$ cat src/rtl/adder_job_arbiter.sv
// adder_job_arbiter: shares one adder core among NREQ requesters.
// Arbitration is round-robin. One job is in flight at a time, and the result is
// returned to the requester that owns the job.
// Optional feature: define ADDER_ARB_TIMEOUT_EN to abort a job when the core
// stays silent for TIMEOUT_CYC cycles in WAIT. The response then carries rsp_err=1.
module adder_job_arbiter #(
  parameter int unsigned NREQ        = 4,
  parameter int unsigned DATA_W      = 32,
  parameter int unsigned TIMEOUT_CYC = 16
) (
  input  logic                     ACLK,
  input  logic                     ARSTn,
  input  logic [NREQ-1:0]          req_valid,
  input  logic [NREQ*DATA_W-1:0]   req_a,
  input  logic [NREQ*DATA_W-1:0]   req_b,
  output logic [NREQ-1:0]          req_ready,
  output logic [NREQ-1:0]          rsp_valid,
  output logic [DATA_W:0]          rsp_data,
  output logic                     rsp_err,
  output logic                     core_start,
  output logic [DATA_W-1:0]        core_a,
  output logic [DATA_W-1:0]        core_b,
  input  logic                     core_busy,
  input  logic                     core_done,
  input  logic [DATA_W:0]          core_result
);

  localparam int unsigned PTR_W = (NREQ > 1) ? $clog2(NREQ) : 1;

  if (NREQ < 2 || TIMEOUT_CYC < 1) begin : g_bad_param
    $error("adder_job_arbiter: NREQ must be >= 2 and TIMEOUT_CYC >= 1");
  end

  typedef enum logic [1:0] {
    S_IDLE,
    S_ISSUE,
    S_WAIT,
    S_RESP
  } state_t;

  state_t             state;
  state_t             state_nxt;
  logic [PTR_W-1:0]   rr_ptr;
  logic [PTR_W-1:0]   owner;
  logic [PTR_W-1:0]   grant_idx;
  logic               grant_found;
  logic               do_grant;
  logic [DATA_W-1:0]  grant_a;
  logic [DATA_W-1:0]  grant_b;
  logic               timeout_hit;

  // Round-robin search: indices above rr_ptr win first, then the search wraps to 0..rr_ptr
  always_comb begin
    grant_found = 1'b0;
    grant_idx   = '0;
    grant_a     = '0;
    grant_b     = '0;
    for (int unsigned i = 0; i < NREQ; i++) begin
      if (!grant_found && (i > 32'(rr_ptr)) && req_valid[i]) begin
        grant_found = 1'b1;
        grant_idx   = PTR_W'(i);
        grant_a     = req_a[i*DATA_W +: DATA_W];
        grant_b     = req_b[i*DATA_W +: DATA_W];
      end
    end
    for (int unsigned i = 0; i < NREQ; i++) begin
      if (!grant_found && (i <= 32'(rr_ptr)) && req_valid[i]) begin
        grant_found = 1'b1;
        grant_idx   = PTR_W'(i);
        grant_a     = req_a[i*DATA_W +: DATA_W];
        grant_b     = req_b[i*DATA_W +: DATA_W];
      end
    end
  end

  assign do_grant = (state == S_IDLE) && grant_found && !core_busy;

`ifdef ADDER_ARB_TIMEOUT_EN
  localparam int unsigned CNT_W = ($clog2(TIMEOUT_CYC + 1) > 8) ? $clog2(TIMEOUT_CYC + 1) : 8;

  logic [CNT_W-1:0] wait_cnt;
  logic             err_q;

  assign timeout_hit = (state == S_WAIT) && !core_done && (wait_cnt == CNT_W'(TIMEOUT_CYC - 1));
  assign rsp_err     = err_q;

  // WAIT-cycle counter and abort flag; the flag follows rsp_data through RESP and the response cycle
  always_ff @(posedge ACLK) begin
    if (!ARSTn) begin
      wait_cnt <= '0;
      err_q    <= 1'b0;
    end else begin
      case (state)
        S_IDLE:  err_q <= 1'b0;
        S_ISSUE: wait_cnt <= '0;
        S_WAIT: begin
          if (core_done)        err_q <= 1'b0;
          else if (timeout_hit) err_q <= 1'b1;
          else                  wait_cnt <= wait_cnt + CNT_W'(1);
        end
        default: ;
      endcase
    end
  end
`else
  assign timeout_hit = 1'b0;
  assign rsp_err     = 1'b0;
`endif

  // State register
  always_ff @(posedge ACLK) begin
    if (!ARSTn) state <= S_IDLE;
    else        state <= state_nxt;
  end

  // Next-state logic; core_done outside WAIT is never looked at
  always_comb begin
    state_nxt = state;
    case (state)
      S_IDLE:  if (do_grant) state_nxt = S_ISSUE;
      S_ISSUE: state_nxt = S_WAIT;
      S_WAIT:  if (core_done || timeout_hit) state_nxt = S_RESP;
      S_RESP:  state_nxt = S_IDLE;
      default: state_nxt = S_IDLE;
    endcase
  end

  // Registered outputs, operand latch, owner and round-robin pointer
  // rsp_data stays valid through RESP and is cleared only in the following IDLE cycle,
  // so it is still stable while the rsp_valid pulse is visible.
  always_ff @(posedge ACLK) begin
    if (!ARSTn) begin
      req_ready  <= '0;
      rsp_valid  <= '0;
      rsp_data   <= '0;
      core_start <= 1'b0;
      core_a     <= '0;
      core_b     <= '0;
      owner      <= '0;
      rr_ptr     <= PTR_W'(NREQ - 1);
    end else begin
      req_ready  <= '0;
      core_start <= 1'b0;
      case (state)
        S_IDLE: begin
          rsp_valid <= '0;
          rsp_data  <= '0;
          if (do_grant) begin
            req_ready <= {{(NREQ-1){1'b0}}, 1'b1} << grant_idx;
            core_a    <= grant_a;
            core_b    <= grant_b;
            owner     <= grant_idx;
            rr_ptr    <= grant_idx;
          end
        end
        S_ISSUE: core_start <= 1'b1;
        S_WAIT: begin
          if (core_done)        rsp_data <= core_result;
          else if (timeout_hit) rsp_data <= '0;
        end
        S_RESP: begin
          rsp_valid <= {{(NREQ-1){1'b0}}, 1'b1} << owner;
          core_a    <= '0;
          core_b    <= '0;
        end
        default: ;
      endcase
    end
  end

endmodule

$ cat config.mk
export PLATFORM = sky130hd
export DESIGN_NAME = adder_job_arbiter
export DESIGN_NICKNAME = d
export VERILOG_FILES = /design/src/rtl/adder_job_arbiter.sv
export SDC_FILE = /design/constraint.sdc
export NUM_CORES = 1
export LEC_CHECK = 0
export CORE_AREA = 2 2 156 158
export CTS_BUF_LIST = sky130_fd_sc_hd__clkbuf_4
export CTS_CLUSTER_DIAMETER = 200
export CTS_CLUSTER_SIZE = 40
export DETAILED_ROUTE_END_ITERATION = 10
export DIE_AREA = 0 0 158 160
export PLACE_DENSITY = 0.69
export RECOVER_POWER = 100
export SLEW_MARGIN = 30
export SYNTH_ARGS = -nofsm -noshare
export SYNTH_HDL_FRONTEND = slang
export SYNTH_SLANG_ARGS = --single-unit
$ cat constraint.sdc
create_clock -name ACLK -period 2.1 [get_ports ACLK]
set_input_delay 0.21 -clock ACLK [delete_from_list [all_inputs] [get_ports ACLK]]
set_output_delay 0.21 -clock ACLK [all_outputs]
set_load 0.005 [all_outputs]
# ---- After elaboration in Yosys (flattened, before gate mapping)
# Cells that the tools add are included.
dict set report totals {
  ram_bits 0
  wordCells 90
  output_inout_bits 107
  regBits 112
  n_memories 0
  in_bits 297
  rom_bits 0
  latch_bits 0
}
dict set report op_classes {
  div 0
  shift 2
  addsub 0
  n_reduce_logical 29
  magnitude_cmp 6
  bitwise_logic 0
  n_mux 39
  multipliers 0
  n_eq_ne 5
}
# cell count
set op_table {}
lappend op_table {{$mux W32} 16}
lappend op_table {{$pmux W32 S2} 2}
lappend op_table {{$pmux W33 S2} 1}
lappend op_table {{$mux W33} 1}
lappend op_table {{$mux W2} 8}
lappend op_table {{$logic_and A1 B1 Y1} 14}
lappend op_table {{$mux W1} 9}
lappend op_table {{$pmux W2 S4} 1}
lappend op_table {{$pmux W4 S2} 1}
lappend op_table {{$reduce_and A2 Y1} 4}
lappend op_table {{$shl A1 B2 Y4 const A} 2}
lappend op_table {{$logic_not A1 Y1} 7}
lappend op_table {{$eq A2 B2 Y1 const B} 2}
lappend op_table {{$gt A2 B2 Y1 const A} 2}
lappend op_table {{$le A2 B2 Y1 const A} 2}
lappend op_table {{$ne A2 B2 Y1 const B} 2}
lappend op_table {{$reduce_bool A2 Y1} 2}
lappend op_table {{$reduce_and A3 Y1} 1}
lappend op_table {{$eq A2 B1 Y1 const B} 1}
lappend op_table {{$gt A1 B2 Y1 const A} 1}
lappend op_table {{$le A1 B2 Y1 const A} 1}
lappend op_table {{$logic_not A2 Y1} 1}

# ---- Longest topological paths before layout
dict set report logic_depth {
  ltp_word 30
  ltp_mapped 8
  mapped_depth_nobuf 7
}

# ---- Least setup slack after synthesis
# No wires, ideal clock.
dict set report synth_path {
  kind {register to register}
  startpoint {register state[0]}
  endpoint {register core_b[5]}
  path_slack_ns 0.277
  setup_time_ns 0.070
  path_buffers 2
  t_arrival_ns 1.753
  required_time_ns 2.030
  stages_incl_launch_ff 9
  synth_period_minus_slack_ns 1.823
  path_cell_list {dfxtp_1 inv_1 ha_1 nand2b_1 o22ai_1 clkbuf_1 clkbuf_1 o221ai_1 a21oi_1}
}
dict set report synth_via {
  elab_chain_cells 5
  word_cells_on_any_way 8
  cone_classes {eq/ne: 2; mux: 1; reduce/logical: 5}
}
# item line_no
set synth_lines {}
lappend synth_lines {{from (decl)} 41} ;# state_t state;
lappend synth_lines {{from (signal assigned)} 113} ;# else state <= state_nxt;
lappend synth_lines {{$logic_not A2 Y1} {76, 144}}
lappend synth_lines {{$logic_and A1 B1 Y1 (2 in series)} 76} ;# assign do_grant = (state == S_IDLE) && grant_found && !core_busy;
lappend synth_lines {{$ne A2 B2 Y1 (no line)} -}
lappend synth_lines {{$reduce_and A2 Y1 (no line)} -}
lappend synth_lines {{to (signal assigned)} 151} ;# core_b <= grant_b;
lappend synth_lines {{to (decl)} 22} ;# output logic [DATA_W-1:0] core_b,
# Several ways; a longest one is shown, not always the timed one.
# A chain may end at the register's enable or synchronous reset.

# ---- Final worst setup path
dict set report layout_path {
  startpoint {register state[1]}
  endpoint {register core_a[0]}
}
dict set report layout_via {
  elab_chain_cells 5
  word_cells_on_any_way 8
  cone_classes {eq/ne: 2; mux: 1; reduce/logical: 5}
}
# item line_no
set layout_lines {}
lappend layout_lines {{$logic_not A2 Y1} {76, 144}}
lappend layout_lines {{$logic_and A1 B1 Y1 (2 in series)} 76}
lappend layout_lines {{$ne A2 B2 Y1 (no line)} -}
lappend layout_lines {{$reduce_and A2 Y1 (no line)} -}
lappend layout_lines {{to (signal assigned)} 150} ;# core_a <= grant_a;
lappend layout_lines {{to (decl)} 21} ;# output logic [DATA_W-1:0] core_a,
# Several ways; a longest one is shown, not always the timed one.

==> reports/metrics.cfg <==
[status]
run_status=finished, final reports clean

[cells_and_area]
multi_input_area_um2=5290
layout_commonest_cell=clkdlybuf4s50_1
seq_area_um2=2240
fillCellCount=2252
syn2layout_area_growth_pct=55.8
drive_above_1_share_pct=6.41
nNetsFinal=1793
final_cell_mix=clkdlybuf4s50_1, a21oi_1, o221ai_1

[global_route]
grt_max_degree=67
first_global_vias=10954
grt_overflow_total=0
grt_pass1_wl_um=61200
antenna_found_initial=1
grt_usage_pct=30.3

[timing]
hold_slack_ns=0.0416
setup-tns-final_ns=0
fin_crit_ns=1.97
hold_violations=0
worst_pin_slew_ns=0.673
timing.fmax_ghz=0.507
slew_headroom_pct=55.1
setup_viol=0
rsz0062_at_grt=false
post-route-period-util_pct=94.0
maxSlewViolCount=0
skew_ns=0.0431

[floorplan]
fp.dieH_um=160
die_area_um2=25300
fp-row-count=57
ioPinCount=404
chipWidth_um=158
fp.coreArea_um2=23800
start_util_pct=35.2

[drt]
wirelength_um=39900
vias_per_cell=6.25
wire_per_inst_um=21.9
first_pass_iters=6
drcViolationCount=0
drtIter0Drc=1334
vias=11385
postRouteAntennaNets=0

[clock_network]
clkLatencyLatePin_ns=0.54
cts-htree-levels=3
cts.sinks=112
post_cts_buffers=0
clockBufferDepth=2
clk_pin_slew_ns=0.24
cts_tree=built
cts_resized=0
clockRootBuffer=clkbuf_4
cts_buffers=9
cts_hold_buffers=0

[setup_path]
start_kind=flip-flop
path_cells=inv_1, ha_1, nand2b_1, o22ai_4, o31ai_2, buf_6, a21oi_1, a21oi_1
cp.required_ns=2.57
r2r_cells=8
arrival_ns=2.44
cp_slowest_cell=dfxtp_1
slowest_delay_ns=0.45
path_class=flip-flop to flip-flop
critPathMostFrequentCell=a21oi_1
crit_path_end_kind=flip-flop
crit_fanout=32

[worst_hold_path]
holdPathStages=2
hold_path.class=input port to flip-flop

[yosys]
synthesis.instances=1170
async_flop_share_pct=0
ys_ff_latch=112
syn_nets=1471
synth_area_um2=8400
synth-main-ff-cell=dfxtp_1
synth_edf_count=0
ys_warn_count=0
syn_area_per_cell_um2=7.18
ys_types=41
yosysSeqAreaShare_pct=26.7

[place]
portBuffers=402
gp_congestion=0.882
place_hpwl_um=26200

[flow_run]
max_cap_violations=0

[pwr]
leakage_nw=5.20
power_density_nw_per_um2=860
ir_drop_mv=0.575

cells by family (layout without fill, tap and decap cells):
logic type	count (synthesis)	after routing	share of synthesized area (%)
AO/OA/AOI/OAI	567	567	43.2
AND/OR/NAND/NOR	263	263	18.5
adder cells (fa/ha/maj)	4	4	0.596
buffers and inverters	222	549	10.9
flip-flops	112	112	26.7
other	1	2	0.0447
multiplexers	1	1	0.119
synth_stat cells (all sizes together) (3+ instances only):
master | instances | area [µm²]
inv | 71 | 267
dfxtp | 112 | 2240
o22ai | 65 | 407
clkbuf | 107 | 402
nand3 | 65 | 325
nand2 | 3 | 11.3
a22oi | 35 | 263
o221ai | 129 | 1140
nor2b | 41 | 257
nand2b | 5 | 31.3
ha | 4 | 50.1
nor2 | 76 | 285
buf | 44 | 248
and3b | 64 | 561
a21oi | 262 | 1320
a31oi | 64 | 400
routing by layer:
layer	GRT usage [%]	vias up	wire length, µm
li1	-	5113	-
met1	38.6	5221	15100
met2	48.4	891	18300
met3	5.51	160	4340
met4	15.7	0	2090
met5	0	-	0
cell type report:
class	count	area share, %
clock buffers	9	0.517
flip-flops and latches	112	17.2
diodes	1	0.0191
multi-input cells	836	40.5
repair buffers	462	36.0
clock inverters	7	0.717
inverters	71	2.04
well taps	324	3.10
state kept, by name (all words and copies together) (netlist names):
register and cells:
rr_ptr 2, state 2, req_ready 4, owner 2, rsp_data 33, core_start 1
core_a 32, rsp_valid 4, core_b 32
through the flow:
stage               cells  util [%]  setup slack [ns]  power, W  cell area (µm²)
floorplan            1170         -             0.277   0.00666             8400
global placement     1805      54.3            0.0224    0.0101            12900
detailed placement   1805      54.3           0.00795    0.0101            12900
CTS                  1821      55.0             0.192    0.0114            13100
global route         1822      54.9            0.0339    0.0119            13100
finish               1822      54.9             0.126    0.0112            13100
final timing paths:
kind	slack, ns	start	end
worst max register to register	0.13	state[1]	core_a[0]
worst min-delay path	0.04	ARSTn	rr_ptr[1]
worst max-delay path	0.13	state[1]	core_a[0]
worst min register to register	0.54	rsp_data[27]	rsp_data[27]
critical path, delay by kind of cell (launching register included):
family | cells | cell delay, ns
compound gates | 4 | 0.56
flops | 1 | 0.45
buf+inv | 2 | 0.43
simple gates | 1 | 0.24
fa+ha+maj | 1 | 0.20
power by group:
part           leakage [nW]  internal, W  total [W]  switching, W
Sequential            0.918      0.00271    0.00306      0.000354
Combinational          4.20      0.00309    0.00694       0.00384
Clock                0.0841     0.000305    0.00125      0.000943
Note: power is estimated with default switching activity, not from simulation.
